$ cat src/rtl/cache_mem_bridge.sv
// Block-to-word bridge between the cache mem_* port and a req/ack memory bus.
// Define CRITICAL_WORD_FIRST_EN to start fills at the requested word and emit a critical-word pulse.
module cache_mem_bridge #(
  parameter int PA_WIDTH  = 32,
  parameter int WRD_WIDTH = 32,
  parameter int BLK_WIDTH = 128,
  parameter int BYTE      = 8
) (
  input  logic                 clk,
  input  logic                 rst_n,
  input  logic                 mem_rd_en,
  input  logic                 mem_wr_en,
  input  logic [PA_WIDTH-1:0]  mem_rd_addr,
  input  logic [PA_WIDTH-1:0]  mem_wr_addr,
  input  logic [BLK_WIDTH-1:0] mem_wr_blk,
  output logic [BLK_WIDTH-1:0] mem_rd_blk,
  output logic                 mem_done,
  output logic                 mem_busy,
  output logic                 bus_req,
  output logic                 bus_we,
  output logic [PA_WIDTH-1:0]  bus_addr,
  output logic [WRD_WIDTH-1:0] bus_wdata,
  input  logic [WRD_WIDTH-1:0] bus_rdata,
  input  logic                 bus_ack,
  output logic                 crit_valid,
  output logic [WRD_WIDTH-1:0] crit_word
);

  localparam int NBEATS = BLK_WIDTH / WRD_WIDTH;
  localparam int BEAT_W = $clog2(NBEATS);
  localparam int WO_W   = $clog2(WRD_WIDTH / BYTE);
  localparam int BOFF   = $clog2(BLK_WIDTH / BYTE);
  localparam int HI_W   = PA_WIDTH - BOFF;
  localparam logic [BEAT_W-1:0] LAST = BEAT_W'(NBEATS - 1);

  typedef enum logic [1:0] {IDLE, WR_BURST, RD_BURST, DONE} state_e;

  state_e               state_q, state_d;
  logic [BEAT_W-1:0]    beat_q, beat_d;
  logic [BEAT_W-1:0]    cnt_q, cnt_d;
  logic [BEAT_W-1:0]    start_q, start_d;
  logic                 rd_en_q, rd_en_d;
  logic [HI_W-1:0]      rd_hi_q, rd_hi_d;
  logic [HI_W-1:0]      wr_hi_q, wr_hi_d;
  logic [BLK_WIDTH-1:0] wr_blk_q, wr_blk_d;
  logic [BLK_WIDTH-1:0] buf_q, buf_d;
  logic [BLK_WIDTH-1:0] rd_blk_q, rd_blk_d;
  logic [BEAT_W-1:0]    rd_start;
  logic                 ack;
  logic                 unused_ok;

  // Sub-block address bits only select the starting word (if at all).
  assign unused_ok = ^{mem_rd_addr[BOFF-1:0], mem_wr_addr[BOFF-1:0]};

`ifdef CRITICAL_WORD_FIRST_EN
  logic                 crit_valid_q, crit_valid_d;
  logic [WRD_WIDTH-1:0] crit_word_q, crit_word_d;
  assign rd_start   = mem_rd_addr[WO_W +: BEAT_W];
  assign crit_valid = crit_valid_q;
  assign crit_word  = crit_word_q;
`else
  assign rd_start   = '0;
  assign crit_valid = 1'b0;
  assign crit_word  = '0;
`endif

  assign bus_req    = (state_q == WR_BURST) || (state_q == RD_BURST);
  assign bus_we     = (state_q == WR_BURST);
  assign mem_done   = (state_q == DONE);
  assign mem_busy   = (state_q != IDLE);
  assign mem_rd_blk = rd_blk_q;
  assign ack        = bus_req & bus_ack;

  always_comb begin
    bus_addr  = '0;
    bus_wdata = '0;
    case (state_q)
      WR_BURST: begin
        bus_addr  = {wr_hi_q, beat_q, {WO_W{1'b0}}};
        bus_wdata = wr_blk_q[int'(beat_q)*WRD_WIDTH +: WRD_WIDTH];
      end
      RD_BURST: bus_addr = {rd_hi_q, beat_q, {WO_W{1'b0}}};
      default: ;
    endcase
  end

  // beat_q addresses the word; cnt_q counts completed beats so a wrapped fill still ends after NBEATS.
  always_comb begin
    state_d  = state_q;
    beat_d   = beat_q;
    cnt_d    = cnt_q;
    start_d  = start_q;
    rd_en_d  = rd_en_q;
    rd_hi_d  = rd_hi_q;
    wr_hi_d  = wr_hi_q;
    wr_blk_d = wr_blk_q;
    buf_d    = buf_q;
    rd_blk_d = rd_blk_q;
`ifdef CRITICAL_WORD_FIRST_EN
    crit_valid_d = 1'b0;
    crit_word_d  = crit_word_q;
`endif
    case (state_q)
      IDLE: begin
        if (mem_rd_en || mem_wr_en) begin
          rd_en_d  = mem_rd_en;
          rd_hi_d  = mem_rd_addr[PA_WIDTH-1:BOFF];
          wr_hi_d  = mem_wr_addr[PA_WIDTH-1:BOFF];
          wr_blk_d = mem_wr_blk;
          start_d  = rd_start;
          cnt_d    = '0;
          state_d  = mem_wr_en ? WR_BURST : RD_BURST;
          beat_d   = mem_wr_en ? '0 : rd_start;
        end
      end
      WR_BURST: begin
        if (ack) begin
          if (cnt_q == LAST) begin
            cnt_d   = '0;
            state_d = rd_en_q ? RD_BURST : DONE;
            beat_d  = rd_en_q ? start_q : '0;
          end else begin
            cnt_d  = cnt_q + 1'b1;
            beat_d = beat_q + 1'b1;
          end
        end
      end
      RD_BURST: begin
        if (ack) begin
          buf_d[int'(beat_q)*WRD_WIDTH +: WRD_WIDTH] = bus_rdata;
`ifdef CRITICAL_WORD_FIRST_EN
          if (cnt_q == '0) begin
            crit_valid_d = 1'b1;
            crit_word_d  = bus_rdata;
          end
`endif
          if (cnt_q == LAST) begin
            rd_blk_d = buf_d;
            cnt_d    = '0;
            beat_d   = '0;
            state_d  = DONE;
          end else begin
            cnt_d  = cnt_q + 1'b1;
            beat_d = beat_q + 1'b1;
          end
        end
      end
      DONE: state_d = IDLE;
      default: state_d = IDLE;
    endcase
  end

  always_ff @(posedge clk or negedge rst_n) begin
    if (!rst_n) begin
      state_q  <= IDLE;
      beat_q   <= '0;
      cnt_q    <= '0;
      start_q  <= '0;
      rd_en_q  <= 1'b0;
      rd_hi_q  <= '0;
      wr_hi_q  <= '0;
      wr_blk_q <= '0;
      buf_q    <= '0;
      rd_blk_q <= '0;
    end else begin
      state_q  <= state_d;
      beat_q   <= beat_d;
      cnt_q    <= cnt_d;
      start_q  <= start_d;
      rd_en_q  <= rd_en_d;
      rd_hi_q  <= rd_hi_d;
      wr_hi_q  <= wr_hi_d;
      wr_blk_q <= wr_blk_d;
      buf_q    <= buf_d;
      rd_blk_q <= rd_blk_d;
    end
  end

`ifdef CRITICAL_WORD_FIRST_EN
  always_ff @(posedge clk or negedge rst_n) begin
    if (!rst_n) begin
      crit_valid_q <= 1'b0;
      crit_word_q  <= '0;
    end else begin
      crit_valid_q <= crit_valid_d;
      crit_word_q  <= crit_word_d;
    end
  end
`endif

endmodule

$ cat config.mk
export PLATFORM = sky130hd
export DESIGN_NAME = cache_mem_bridge
export DESIGN_NICKNAME = d
export VERILOG_FILES = /design/src/rtl/cache_mem_bridge.sv
export SDC_FILE = /design/constraint.sdc
export NUM_CORES = 1
export LEC_CHECK = 0
export ABC_AREA = 1
export BUFFER_PORTS_ARGS = -buffer_cell sky130_fd_sc_hd__buf_2
export CAP_MARGIN = 20
export CORE_MARGIN = 5
export CORE_UTILIZATION = 40
export DETAILED_ROUTE_END_ITERATION = 8
export PLACE_DENSITY_LB_ADDON = 0.15
export SLEW_MARGIN = 20
export SYNTH_ARGS = -nofsm -noshare
export SYNTH_HDL_FRONTEND = slang
export SYNTH_SLANG_ARGS = --single-unit
$ cat constraint.sdc
create_clock -name clk -period 2.79 [get_ports clk]
set_input_delay 0.558 -clock clk [delete_from_list [all_inputs] [get_ports clk]]
set_output_delay 0.558 -clock clk [all_outputs]
set_load 0.03 [all_outputs]
==> metrics <==
Yosys cell types=20; first-pass GRT wire length=approximately 110 mm; Routed Antenna Nets=0; Hold Slack=about 0.20 ns; # DRC=0; 1st-pass router iterations=7; placed cell areas=0.0239 mm²; largest area contributor in the netlist=dfrtp_1; largest net degree at the start of global routing=185; slew margin rel.=between 40% and 50%; maximum clock insertion buffer count=3; Max FO, Critical Path=17; area of the mapped netlist=around 0.021 mm²; final setup fails=0; Tmin final=2.72 ns; clock slew at reported path FFs=0.06 ns; Syn Area/Cell=between 7 and 8 µm²; largest stage delay on the critical path=0.56 ns; Via Count=19,820; Root Buffer=clkbuf_16; Mapped Cells=approximately 2,900; Peak VDD IR=about 650 µV; Die H=roughly 240 µm; worst r2r path cells=9; fmax=367 MHz; Reg-to-Reg End=mem_rd_blk[122]; WHS Path Cells=3; crit path setup slack, layout=roughly 0.066 ns; post-synthesis sequential area ratio=between 50% and 60%; pre-CTS setup slack=about 0.36 ns; cell count after placement=around 3,800; fin cells=just under 4,000; DIE WIDTH=approximately 240 µm; Via-to-Cell Ratio=between 5 and 6; IO Port Bufs=slightly above 400; Finished Cell Area=~0.026 mm²; standard-cell rows=between 80 and 90; cts bufs inserted=50; end of the worst hold path=wr_blk_q[42]; Final Hold Viols=0; Hold Path Class=primary input to flip-flop; Crit. End Element=output pin; Max stage delay cell, worst path=dfrtp_4; CTS tree=done; status=complete, no violations; Critical Path Source Type=flip-flop; # nets final=roughly 3,400; max_cap viols=0; Syn. warnings=0; Data required, critical path=around 2.2 ns; initial core utilization=between 40% and 50%; DRC marker count from the first detailed-route iteration=1,549; share of layout cells above drive strength 1=between 10% and 20%; # IOs=458; wire length per cell=18.3 µm; Die ar.=roughly 0.058 mm²; P&R area growth vs syn=21.8%; Final period util=between 90% and 100%; Synth area leaders=dfrtp_1, nand2_1, nand3_1, nor2_1, o21ai_0; r2r startpoint=beat_q[0]; PwrDens=roughly 980 mW/mm²; R2R Setup Slk=slightly below 0.5 ns; Worst-Margin Slew=between 0.8 and 0.9 ns; Skew-Pair Late Insertion Delay=0.60 ns; hold path start=mem_wr_blk[42]; clock sinks=447; core area=approximately 0.053 mm²; Worst Skew=between 0.02 and 0.025 ns; H-tree levels=2; initial antenna violation count=9; critical path class=flip-flop to output pin; GP Congestion=0.855; final wirelength=71.8 mm; GRT overflow=0; Tot GR Track Use=approximately a quarter; DP Wirelength=46.9 mm; Final Max Slew Viols=0; Worst Path Arrival=around 2.2 ns; vias in the first global route=between 15,000 and 20,000; flops & latches, synth=447; Yosys top cell area share=52.6%; CP Cell Sequence=inv_4, buf_12, o21ai_0, a21oi_2, buf_4; Leak=between 0.015 and 0.02 µW
Yosys cell counts, drive strengths merged:
cell type and instances:
a21boi 1, clkinv 2, o21ai 103, ha 12, buf 135, nand2 1508, inv 84, nor2 139
conb 1, clkbuf 91, dfrtp 447, a21oi 60, o21bai 2, nand3 285, or2 1
power by group:
group / leakage [µW] / total, µW / switching [µW] / internal, µW
Combinational: 0.00836 / 9630 / 6760 / 2870
Clock: 0.000860 / 6930 / 2750 / 4180
Sequential: 0.00591 / 8930 / 856 / 8070
Total: 0.0151 / 25500 / 10400 / 15100
through the flow:
step	setup TNS [ns]	util, %	total power [µW]
finish	0	49.3	25500
CTS	-0.197	49.1	25500
global placement	0	45.6	18100
global route	-0.0307	49.3	27100
floorplan	0	-	15100
detailed placement	0	45.6	18300
layout by cell type (no fill, tap or decap), types with 2 or more instances in the layout:
| master | n |
|---|---|
| nor2_1 | 134 |
| nand2_4 | 2 |
| o21ai_1 | 2 |
| nand2_1 | 1506 |
| buf_16 | 3 |
| conb_1 | 35 |
| inv_2 | 3 |
| o21ai_0 | 101 |
| clkbuf_8 | 14 |
| inv_4 | 3 |
| ha_1 | 9 |
| buf_12 | 23 |
| clkinv_1 | 2 |
| inv_1 | 78 |
| diode_2 | 6 |
| a21oi_1 | 48 |
| clkinv_2 | 9 |
| nor2_4 | 2 |
| a21oi_2 | 12 |
| nor2_2 | 3 |
| clkbuf_4 | 4 |
| bufinv_16 | 5 |
| ha_2 | 2 |
| buf_2 | 403 |
| clkbuf_16 | 52 |
| buf_4 | 36 |
| dfrtp_1 | 446 |
| clkbuf_1 | 9 |
| nand3_1 | 284 |
| o21bai_1 | 2 |
flip-flops by register name (all words and copies together) (netlist names):
| register | flops |
|---|---|
| wr_blk_q | 128 |
| buf_q | 128 |
| beat_q | 2 |
| rd_hi_q | 28 |
| rd_en_q | 1 |
| wr_hi_q | 28 |
| mem_rd_blk | 128 |
| state_q | 2 |
| cnt_q | 2 |
repair_timing:
action | CTS | global route
gates cloned | 2 | 1
hold buffers | 1 | 0
setup buffers | 0 | 2
endpoints found under the hold margin | 50 | 0
setup endpoints to repair | 32 | 61
gates resized for setup | 16 | 22
pin swaps | 0 | 1
how the worst max path moves through the flow:
stage / slack [ns] / end / startpoint
2_1_floorplan: 0.27 / bus_addr[11] / state_q[1]
3_3_place_gp: 0.36 / buf_q[25] / beat_q[0]
3_5_place_dp: 0.36 / mem_rd_blk[24] / beat_q[0]
4_1_cts: -0.05 / bus_addr[21] / state_q[1]
5_1_grt: -0.02 / bus_wdata[27] / beat_q[0]
6_report: 0.07 / bus_wdata[20] / beat_q[0]
layout make-up:
type | instances | area [µm²]
clock inverters | 16 | 224
inverters | 86 | 330
well taps | 688 | 861
diodes | 6 | 15.0
flip-flops and latches | 447 | 11200
multi-input cells | 2146 | 8850
clock buffers | 74 | 1500
fillers | 5254 | 26700
repair buffers | 473 | 2920
critical path, delay by kind of cell, from the launching register on:
family                 cells  cell delay, ns
flip-flops                 1            0.56
AO/OA/AOI/OAI              2            0.41
buffers and inverters      3            0.57
cell families after synthesis:
logic type,share of synthesized area (%)
adder cells (fa/ha/maj),0.706
other,0.0176
buffers and inverters,6.84
AO/OA/AOI/OAI,3.94
flip-flops,52.6
AND/OR/NAND/NOR,35.9
metal layers:
metal / global-route usage [%] / share of wire, %
met1: 34.2 / 44
met2: 37.0 / 45
met3: 5.56 / 7.6
met4: 7.57 / 3.0
met5: 0 / 0.063
(Power assumes the default switching activity.)
